==> src/rtl/fft_frame_scheduler_if.sv <==
// Stream link shared by the two requester inputs and the FFT data output.
// tuser carries the channel tag on the FFT side and is unused on requester links.
interface fft_frame_scheduler_if #(
   parameter int W = 16
);
   logic [W-1:0] tdata;
   logic         tvalid;
   logic         tready;
   logic         tlast;
   logic         tuser;

   modport master (output tdata, tvalid, tlast, tuser, input tready);
   modport slave  (input tdata, tvalid, tlast, tuser, output tready);
endinterface

==> src/rtl/fft_frame_scheduler.sv <==
// Programs the shared FFT core, then grants whole frames from two requesters round-robin.
// Optional per-channel completed-frame counters are enabled by defining FRAME_CNT_EN.
module fft_frame_scheduler #(
   parameter int               FFT_POINT = 256,
   parameter int               DATA_W    = 16,
   parameter int               CFG_W     = 16,
   parameter logic [CFG_W-1:0] CFG_INIT  = 16'h0001
) (
   input  logic                  clk,
   input  logic                  rst_n,
   fft_frame_scheduler_if.slave  s0,
   fft_frame_scheduler_if.slave  s1,
   fft_frame_scheduler_if.master m,
   output logic [CFG_W-1:0]      cfg_tdata,
   output logic                  cfg_tvalid,
   input  logic                  cfg_tready,
   input  logic                  cfg_update,
   input  logic [CFG_W-1:0]      cfg_word,
   output logic                  busy,
   output logic                  frame_err
`ifdef FRAME_CNT_EN
   ,
   output logic [15:0]           frame_cnt0,
   output logic [15:0]           frame_cnt1
`endif
);

   localparam int               CNT_W    = $clog2(FFT_POINT);
   localparam logic [CNT_W-1:0] CNT_LAST = CNT_W'(FFT_POINT - 1);

   typedef enum logic [1:0] {RST_CFG, CFG, IDLE, XFER} state_t;

   state_t             state_q, state_d;
   logic [CFG_W-1:0]   cfg_tdata_q, cfg_tdata_d;
   logic [CFG_W-1:0]   shadow_q, shadow_d;
   logic               cfg_tvalid_q, cfg_tvalid_d;
   logic               pending_q, pending_d;
   logic               grant_q, grant_d;
   logic               last_q, last_d;
   logic [CNT_W-1:0]   cnt_q, cnt_d;
   logic               busy_q, busy_d;
   logic               err_q, err_d;
`ifdef FRAME_CNT_EN
   logic [15:0]        fcnt0_q, fcnt0_d;
   logic [15:0]        fcnt1_q, fcnt1_d;
`endif

   logic               xfer, sel_valid, sel_last, at_last, hs;
   logic [DATA_W-1:0]  sel_data;

   // Granted channel is passed straight through while a frame is in flight.
   always_comb begin
      xfer      = (state_q == XFER);
      sel_valid = grant_q ? s1.tvalid : s0.tvalid;
      sel_last  = grant_q ? s1.tlast  : s0.tlast;
      sel_data  = grant_q ? s1.tdata  : s0.tdata;
      at_last   = (cnt_q == CNT_LAST);
      hs        = xfer & sel_valid & m.tready;
      m.tdata   = xfer ? sel_data : '0;
      m.tvalid  = xfer & sel_valid;
      m.tlast   = xfer & at_last;
      m.tuser   = grant_q;
      s0.tready = xfer & ~grant_q & m.tready;
      s1.tready = xfer &  grant_q & m.tready;
   end

   always_comb begin
      state_d      = state_q;
      cfg_tdata_d  = cfg_tdata_q;
      cfg_tvalid_d = cfg_tvalid_q;
      shadow_d     = shadow_q;
      pending_d    = pending_q;
      grant_d      = grant_q;
      last_d       = last_q;
      cnt_d        = cnt_q;
      err_d        = err_q;
      if (cfg_update) begin
         shadow_d  = cfg_word;
         pending_d = 1'b1;
      end
      unique case (state_q)
         RST_CFG: begin
            cfg_tdata_d  = CFG_INIT;
            cfg_tvalid_d = 1'b1;
            state_d      = CFG;
         end
         CFG: begin
            if (cfg_tready) begin
               cfg_tvalid_d = 1'b0;
               state_d      = IDLE;
            end
         end
         IDLE: begin
            // pending drops when the word is loaded, so any pulse arriving later
            // (including during CFG or RST_CFG) survives the handshake and is resent.
            if (pending_q) begin
               cfg_tdata_d  = cfg_update ? cfg_word : shadow_q;
               cfg_tvalid_d = 1'b1;
               pending_d    = 1'b0;
               state_d      = CFG;
            end else if (s0.tvalid | s1.tvalid) begin
               grant_d = (s0.tvalid & s1.tvalid) ? ~last_q : s1.tvalid;
               state_d = XFER;
            end
         end
         XFER: begin
            if (hs) begin
               if (sel_last != at_last) err_d = 1'b1;
               if (at_last) begin
                  cnt_d   = '0;
                  last_d  = grant_q;
                  state_d = IDLE;
               end else begin
                  cnt_d = cnt_q + 1'b1;
               end
            end
         end
         default: state_d = RST_CFG;
      endcase
      busy_d = (state_d != IDLE);
   end

`ifdef FRAME_CNT_EN
   always_comb begin
      fcnt0_d = fcnt0_q;
      fcnt1_d = fcnt1_q;
      if (hs && at_last) begin
         if (grant_q) fcnt1_d = fcnt1_q + 1'b1;
         else         fcnt0_d = fcnt0_q + 1'b1;
      end
   end
`endif

   // last_q resets to ch1 so that a simultaneous first request favours ch0.
   always_ff @(posedge clk or negedge rst_n) begin
      if (!rst_n) begin
         state_q      <= RST_CFG;
         cfg_tdata_q  <= '0;
         cfg_tvalid_q <= 1'b0;
         shadow_q     <= '0;
         pending_q    <= 1'b0;
         grant_q      <= 1'b0;
         last_q       <= 1'b1;
         cnt_q        <= '0;
         busy_q       <= 1'b1;
         err_q        <= 1'b0;
`ifdef FRAME_CNT_EN
         fcnt0_q      <= '0;
         fcnt1_q      <= '0;
`endif
      end else begin
         state_q      <= state_d;
         cfg_tdata_q  <= cfg_tdata_d;
         cfg_tvalid_q <= cfg_tvalid_d;
         shadow_q     <= shadow_d;
         pending_q    <= pending_d;
         grant_q      <= grant_d;
         last_q       <= last_d;
         cnt_q        <= cnt_d;
         busy_q       <= busy_d;
         err_q        <= err_d;
`ifdef FRAME_CNT_EN
         fcnt0_q      <= fcnt0_d;
         fcnt1_q      <= fcnt1_d;
`endif
      end
   end

   assign cfg_tdata  = cfg_tdata_q;
   assign cfg_tvalid = cfg_tvalid_q;
   assign busy       = busy_q;
   assign frame_err  = err_q;
`ifdef FRAME_CNT_EN
   assign frame_cnt0 = fcnt0_q;
   assign frame_cnt1 = fcnt1_q;
`endif

endmodule

==> src/flat_wrapper.sv <==
// flat-port wrapper written by rule: the top's interface ports become plain ports
module fft_frame_scheduler_flat 
#(
   parameter int               FFT_POINT = 256,
   parameter int               DATA_W    = 16,
   parameter int               CFG_W     = 16,
   parameter logic [CFG_W-1:0] CFG_INIT  = 16'h0001
)
  (clk, rst_n, cfg_tdata, cfg_tvalid, cfg_tready, cfg_update, cfg_word, busy, frame_err, s0_tdata, s0_tvalid, s0_tlast, s0_tuser, s0_tready, s1_tdata, s1_tvalid, s1_tlast, s1_tuser, s1_tready, m_tdata, m_tvalid, m_tlast, m_tuser, m_tready);
  fft_frame_scheduler_if #(.W((16))) s0_i ();
  fft_frame_scheduler_if #(.W((16))) s1_i ();
  fft_frame_scheduler_if #(.W((16))) m_i ();
  input  logic clk;
  input  logic rst_n;
  output logic [CFG_W-1:0] cfg_tdata;
  output logic cfg_tvalid;
  input  logic cfg_tready;
  input  logic cfg_update;
  input  logic [CFG_W-1:0] cfg_word;
  output logic busy;
  output logic frame_err;
  input wire logic [$bits(s0_i.tdata)-1:0] s0_tdata;
  input wire logic [$bits(s0_i.tvalid)-1:0] s0_tvalid;
  input wire logic [$bits(s0_i.tlast)-1:0] s0_tlast;
  input wire logic [$bits(s0_i.tuser)-1:0] s0_tuser;
  output wire logic [$bits(s0_i.tready)-1:0] s0_tready;
  input wire logic [$bits(s1_i.tdata)-1:0] s1_tdata;
  input wire logic [$bits(s1_i.tvalid)-1:0] s1_tvalid;
  input wire logic [$bits(s1_i.tlast)-1:0] s1_tlast;
  input wire logic [$bits(s1_i.tuser)-1:0] s1_tuser;
  output wire logic [$bits(s1_i.tready)-1:0] s1_tready;
  output wire logic [$bits(m_i.tdata)-1:0] m_tdata;
  output wire logic [$bits(m_i.tvalid)-1:0] m_tvalid;
  output wire logic [$bits(m_i.tlast)-1:0] m_tlast;
  output wire logic [$bits(m_i.tuser)-1:0] m_tuser;
  input wire logic [$bits(m_i.tready)-1:0] m_tready;
  assign s0_i.tdata = s0_tdata;
  assign s0_i.tvalid = s0_tvalid;
  assign s0_i.tlast = s0_tlast;
  assign s0_i.tuser = s0_tuser;
  assign s0_tready = s0_i.tready;
  assign s1_i.tdata = s1_tdata;
  assign s1_i.tvalid = s1_tvalid;
  assign s1_i.tlast = s1_tlast;
  assign s1_i.tuser = s1_tuser;
  assign s1_tready = s1_i.tready;
  assign m_tdata = m_i.tdata;
  assign m_tvalid = m_i.tvalid;
  assign m_tlast = m_i.tlast;
  assign m_tuser = m_i.tuser;
  assign m_i.tready = m_tready;
  fft_frame_scheduler #(.FFT_POINT(FFT_POINT), .DATA_W(DATA_W), .CFG_W(CFG_W), .CFG_INIT(CFG_INIT)) u_core (.clk(clk), .rst_n(rst_n), .s0(s0_i), .s1(s1_i), .m(m_i), .cfg_tdata(cfg_tdata), .cfg_tvalid(cfg_tvalid), .cfg_tready(cfg_tready), .cfg_update(cfg_update), .cfg_word(cfg_word), .busy(busy), .frame_err(frame_err));
endmodule
==> config.mk <==
export PLATFORM = sky130hd
export DESIGN_NAME = fft_frame_scheduler_flat
export DESIGN_NICKNAME = d
export VERILOG_FILES = /design/src/rtl/fft_frame_scheduler_if.sv /design/src/rtl/fft_frame_scheduler.sv /design/src/flat_wrapper.sv
export SDC_FILE = /design/constraint.sdc
export NUM_CORES = 1
export LEC_CHECK = 0
export ABC_CLOCK_PERIOD_IN_PS = 1800
export CAP_MARGIN = 20
export CORE_ASPECT_RATIO = 1.5
export CORE_MARGIN = 1.5
export CORE_UTILIZATION = 40
export DETAILED_ROUTE_END_ITERATION = 7
export GPL_TIMING_DRIVEN = 0
export PLACE_DENSITY = 0.76
export SLEW_MARGIN = 30
export SYNTH_ARGS = -nofsm -noshare
export SYNTH_HDL_FRONTEND = slang
export SYNTH_SLANG_ARGS = --single-unit
==> constraint.sdc <==
create_clock -name clk -period 1.8 [get_ports clk]
set_input_delay 0.27 -clock clk [delete_from_list [all_inputs] [get_ports clk]]
set_output_delay 0.27 -clock clk [all_outputs]
set_load 0.005 [all_outputs]
==> impl_metrics.tcl, run 1 <==
set metrics [dict create \
    max_stage_delay_ns 0.37 \
    num_vias 1957 \
    core-area_um2 5530 \
    cp_max_fo 10 \
    setup_viol 0 \
    yosysSeqAreaShare_pct 51.7 \
    p_leak_nw 1.53 \
    worstMarginPinSlew_ns 0.590 \
    cts_buffers 5 \
    drtPass1Iterations 4 \
    start_kind "flop" \
    drtIter0Drc 83 \
    grt_max_degree 49 \
    synthTopCellsByArea "dfrtp_1 (49%), mux2_2 (8.2%), mux2i_1 (7.7%)" \
    dieArea_um2 6300 \
    total_power_w 0.00452 \
    synth_edf_count 0 \
    finalWeightedCongestion 0.741 \
    synthFlopType "dfrtp_1" \
    period_share_pct 98.6 \
    maxSlewViolCount 0 \
    worst_skew_pair.late_latency_ns 0.30 \
    power_density_nw_per_um2 1260 \
    viasPerCell 5.19 \
    rsz0062_at_grt "true" \
    ys_ff_latch 48 \
    hold_violations 0 \
    cts_tree "yes" \
    synth_nets 255 \
    cts.path.max_buffers 2 \
    skew_ns 0.00902 \
    ios 99 \
    wl_per_cell_um 14.9 \
    port_buffers 95 \
    synth_top_area_share_pct 49.4 \
    syn_area_per_cell_um2 11.9 \
    ant_nets 0 \
    dpl-instance-area_um2 3360 \
    hp-class "in2reg" \
    drv_cap 0 \
    fmax_mhz 563 \
    worstPathRequired_ns 1.53 \
    antenna_found_initial 0 \
    cts_sinks 48 \
    yosysWarningCount 0 \
    grt_pass1_vias 2024 \
    cts-htree-levels 2 \
    async_flop_share_pct 100 \
    cp_cell_sequence "buf_6 -> buf_6 -> mux2i_1 -> nor2_1 -> dlygate4sd2_1" \
    min_period_ns 1.77 \
    status "finished, final reports clean" \
    fin_util_pct 64.8 \
    relSlewSlack_pct 60.7 \
    die_h_um 96.4 \
    final_area_um2 3590 \
    num_antenna_cells 0 \
    critPathKind "reg2out" \
    synth_cells 195 \
    synth.distinct_cells 42 \
    remaining_drc_errors 0 \
    crit_top_cell "buf_6" \
    num_rows 33 \
    syn_to_final_growth_pct 54.0 \
    place.detailed.hpwl_um 4130 \
    synth_top_cell_by_area "dfrtp_1" \
    cts_root_buffer "clkbuf_8" \
    wl_um 5630 \
    cp.arrival_ns 1.50 \
    gr-total-overflow 0 \
    setup.worst_path.end_class "primary output" \
    mostFrequentLayoutCells "clkdlybuf4s50_1 (73), dfrtp_1 (46), nor2_1 (19), dlygate4sd2_1 (19)" \
    grt_usage_pct 18.7 \
    nNetsFinal 366 \
    tns_ns 0 \
    initial_core_util_pct 42.1 \
    syn_area_um2 2330 \
    final_common_cell "clkdlybuf4s50_1" \
    grt_pass1_wl_um 9230 \
    crit_path_top_delay_cell "dfrtp_1" \
    die_w_um 65.3 \
    drive_gt1_share_pct 20.8 \
    peakVddDrop_uv 810 \
    clk_pin_slew_ns 0.09 \
]
## worst paths after layout
kind | from | endpoint | slack, ns | cells past startpoint
min in group asynchronous | rst_n | u_core.shadow_q[1] | 0.51 | 2
setup / recovery | u_core.m.tuser | m_tdata[14] | 0.03 | 5
setup reg to reg | u_core.m.tuser | u_core.cnt_q[3] | 0.15 | 6
max in group asynchronous | rst_n | u_core.cfg_tdata[7] | 0.88 | 2
hold / removal | cfg_update | u_core.shadow_q[4] | 0.37 | 2
hold reg to reg | u_core.frame_err | u_core.frame_err | 0.49 | 1
## registers in the layout, indices dropped and copies added (netlist names)
signal / count
u_core.last_q: 1
u_core.cfg_tdata: 16
u_core.pending_q: 1
u_core.m.tuser: 1
u_core.cfg_tvalid: 1
u_core.cnt_q: 8
u_core.shadow_q: 16
u_core.state_q: 2
u_core.frame_err: 1
u_core.busy: 1
## where the power goes
group	internal, W	leakage, nW	switching, W
registers	0.00135	0.583	0.000154
logic	0.00133	0.908	0.00101
clock network	0.000311	0.0434	0.000363
## critical path: cells and delay by family (launching register included)
family                 cells  cell delay, ns
buffers and inverters      3            0.57
muxes                      1            0.21
and+or+nand+nor            1            0.06
DFF                        1            0.37
## synthesized netlist by cell type (6+ instances only)
cell,instances
o21ai_0,9
dfrtp_1,46
buf_2,9
nand3_1,6
nor2_1,19
a32o_1,16
mux2_2,17
mux2i_1,18
nand2_1,9
## layer usage
layer	track usage [%]	part of all wire (%)	vias to the layer above	wire length (um)
li1	-	-	943	-
met5	0	0	-	0
met1	21.8	39	931	2220
met2	33.6	52	76	2950
met3	4.17	6.6	7	373
met4	6.25	1.4	0	81
## metrics by stage
step | instances | hold slack (ns) | setup WS (ns)
final | 377 | 0.372 | 0.0252
after global routing | 377 | 0.388 | -0.0358
after CTS | 375 | 0.374 | -0.0543
after detailed placement | 360 | 0.315 | -0.224
after global placement | 360 | 0.461 | -0.820
after floorplan | 195 | -0.0256 | 0.293
## kinds of logic (layout without fill, tap and decap cells)
logic type      after synthesis  after routing  synth area share (%)
compound gates               35             35                  12.2
xor+xnor                      3              3                  1.13
fa+ha+maj                     1              1                 0.537
flops                        48             48                  51.7
mux                          36             36                  16.4
simple gates                 55             55                  14.1
buf+inv                      17            129                  3.87
## what timing repair did
| action | CTS | global route |
|---|---|---|
| hold buffers | 1 | 0 |
| pin swaps | 0 | 1 |
| buffers inserted | 6 | 1 |
| hold endpoints to repair | 46 | 0 |
| gates cloned | 0 | 1 |
| gates resized for setup | 39 | 15 |
| setup endpoints to repair | 20 | 19 |
## cell type report
cell class	instances	area (um2)
Buffer	15	133
Clock buffer	6	82.6
Clock inverter	2	15.0
Fill cell	482	1950
Inverter	2	7.51
Multi-Input combinational cell	130	1070
Sequential cell	48	1200
Tap cell	70	87.6
Timing Repair Buffer	104	985
Power figures use the tool's default switching activity.
==> run 2, diff against run 1 <==
Settings changed: GPL_TIMING_DRIVEN 0 to default.
==> run 2 against run 1 <==
Cell count up 1.3%. Utilization up 1.2 points. Wire length up 0.89%. Flip-flop and latch count unchanged. Critical path depth down 1. Critical path type unchanged. First-iteration DRC count down 1.2%. Clock power up 11%. Maximum frequency up 3.7%. Setup slack better by 0.063 ns. Die area unchanged. Non-clock buffer count up 5. Sequential share of layout area down 0.52 points. Largest cell class unchanged.
==> impl_metrics.tcl, run 2 (same netlist as run 1, synthesis figures left out) <==
set metrics [dict create \
    status "finished, final reports clean" \
    cp.arrival_ns 1.44 \
    nNetsFinal 371 \
    cp_cell_sequence "buf_4 -> and3_1 -> and2_1 -> dlygate4sd2_1" \
    use_met2_pct 34.4 \
    ios 99 \
    fin_util_pct 66.0 \
    cts_root_buffer "clkbuf_8" \
    core-area_um2 5530 \
    min_period_ns 1.71 \
    wl_per_cell_um 14.9 \
    cp_max_fo 6 \
    cts_sinks 48 \
    hold_violations 0 \
    die_h_um 96.4 \
    final_common_cell "clkdlybuf4s50_1" \
    holdWs_ns 0.422 \
    worstMarginPinSlew_ns 0.658 \
    crit_path_top_delay_cell "dfrtp_1" \
    nFillCells 487 \
    cts.path.max_buffers 2 \
    period_share_pct 95.1 \
    rr_worst_depth 5 \
    rsz0062_at_grt "false" \
    num_vias 1982 \
    met1_usage_pct 22.1 \
    drtPass1Iterations 4 \
    maxSlewViolCount 0 \
    die_w_um 65.3 \
    num_rows 33 \
    grt_pass1_vias 2090 \
    initial_core_util_pct 42.1 \
    fmax_mhz 584 \
    start_kind "flop" \
    grt_max_degree 24 \
    hp-class "in2async" \
    busiest_layer "met2" \
    mostFrequentLayoutCells "clkdlybuf4s50_1 (75), dfrtp_1 (43), buf_4 (23)" \
    max_stage_delay_ns 0.40 \
    grt_usage_pct 19.1 \
    worst-path-stages 4 \
    cts_buffers 5 \
    critPathKind "reg2out" \
    drtIter0Drc 82 \
    ant_nets 0 \
    worst_skew_pair.late_latency_ns 0.29 \
    remaining_drc_errors 0 \
    grt_pass1_wl_um 9340 \
    drive_gt1_share_pct 20.8 \
    setup.worst_path.end_class "primary output" \
    antenna_found_initial 0 \
    num_antenna_cells 0 \
    cts_tree "yes" \
    drv_cap 0 \
    power_density_nw_per_um2 1240 \
    gr-usage-met3_pct 3.71 \
    place.detailed.hpwl_um 4210 \
    syn_to_final_growth_pct 56.9 \
    setup_viol 0 \
    clk_pin_slew_ns 0.08 \
    port_buffers 96 \
    path_buf_inv 2 \
    p_leak_nw 1.60 \
    wl_um 5680 \
    cts-htree-levels 2 \
    cp_top_family "buffers and inverters" \
    relSlewSlack_pct 55.9 \
    finalWeightedCongestion 0.871 \
    dieArea_um2 6300 \
    skew_ns 0.00837 \
    viasPerCell 5.19 \
    worstPathRequired_ns 1.53 \
    peakVddDrop_uv 582 \
    gr-total-overflow 0 \
]
## run 2: changes by cell type in the layout (fill, tap and decap cells not counted), sizes merged
cell / delta
dlymetal6s2s: +1
clkinvlp: -2
buf: +2
clkdlybuf4s50: +2
bufinv: +1
clkinv: +1
## run 2: through the flow
stage / worst slack (ns) / area [um2] / power [W] / instances / setup TNS, ns
detailed placement: -0.0575 / 3500 / 0.00381 / 370 / -0.0730
global placement: -0.0730 / 3490 / 0.00376 / 370 / -0.0752
finish: 0.0886 / 3650 / 0.00453 / 382 / 0
floorplan: 0.293 / 2330 / 0.00262 / 195 / 0
global route: 0.0154 / 3650 / 0.00483 / 382 / 0
CTS: -0.171 / 3600 / 0.00448 / 380 / -0.171
## run 2: path summary, 6_finish.rpt
| check | slack (ns) | startpoint | to |
|---|---|---|---|
| max in group asynchronous | 0.79 | rst_n | u_core.cnt_q[3] |
| worst max-delay path | 0.09 | u_core.state_q[0] | s1_tready |
| worst min register to register | 0.48 | u_core.frame_err | u_core.frame_err |
| worst max register to register | 0.17 | u_core.m.tuser | u_core.cnt_q[3] |
| min in group clk | 0.48 | u_core.frame_err | u_core.frame_err |
| worst min-delay path | 0.42 | rst_n | u_core.shadow_q[15] |
## run 2: worst register-to-register path, cell delays in order (launching register included)
cell and delay (ns):
dfrtp_2 0.45, buf_4 0.16, mux2i_4 0.20, buf_4 0.18
or4_1 0.51, nand3_1 0.08
## run 2: timing repair
action / in CTS / in global routing
hold endpoints to repair: 14 / 0
hold buffers: 1 / 0
setup buffers: 1 / 1
setup endpoints to repair: 20 / 13
gates resized for setup: 21 / 5
pin swaps: 0 / 1
gates cloned: 0 / 1
## run 2: metal layers
metal	wire, um	part of all wire (%)	up-vias
met5	0	0	-
met4	113	2.0	0
met3	300	5.3	8
met2	3010	53	77
met1	2250	40	944
li1	-	-	953
## run 2: report_power, final
group | internal (W) | switching, W
sequential | 0.00135 | 0.000169
combinational | 0.00129 | 0.000963
clock | 0.000412 | 0.000336
## run 2: layout make-up
class | count | area (um2) | area share, %
Clock buffer | 6 | 72.6 | 1.99
Clock inverter | 2 | 35.0 | 0.959
Inverter | 2 | 7.51 | 0.205
Multi-Input combinational cell | 130 | 1050 | 28.7
Sequential cell | 48 | 1210 | 33.0
Tap cell | 70 | 87.6 | 2.40
Timing Repair Buffer | 124 | 1190 | 32.7
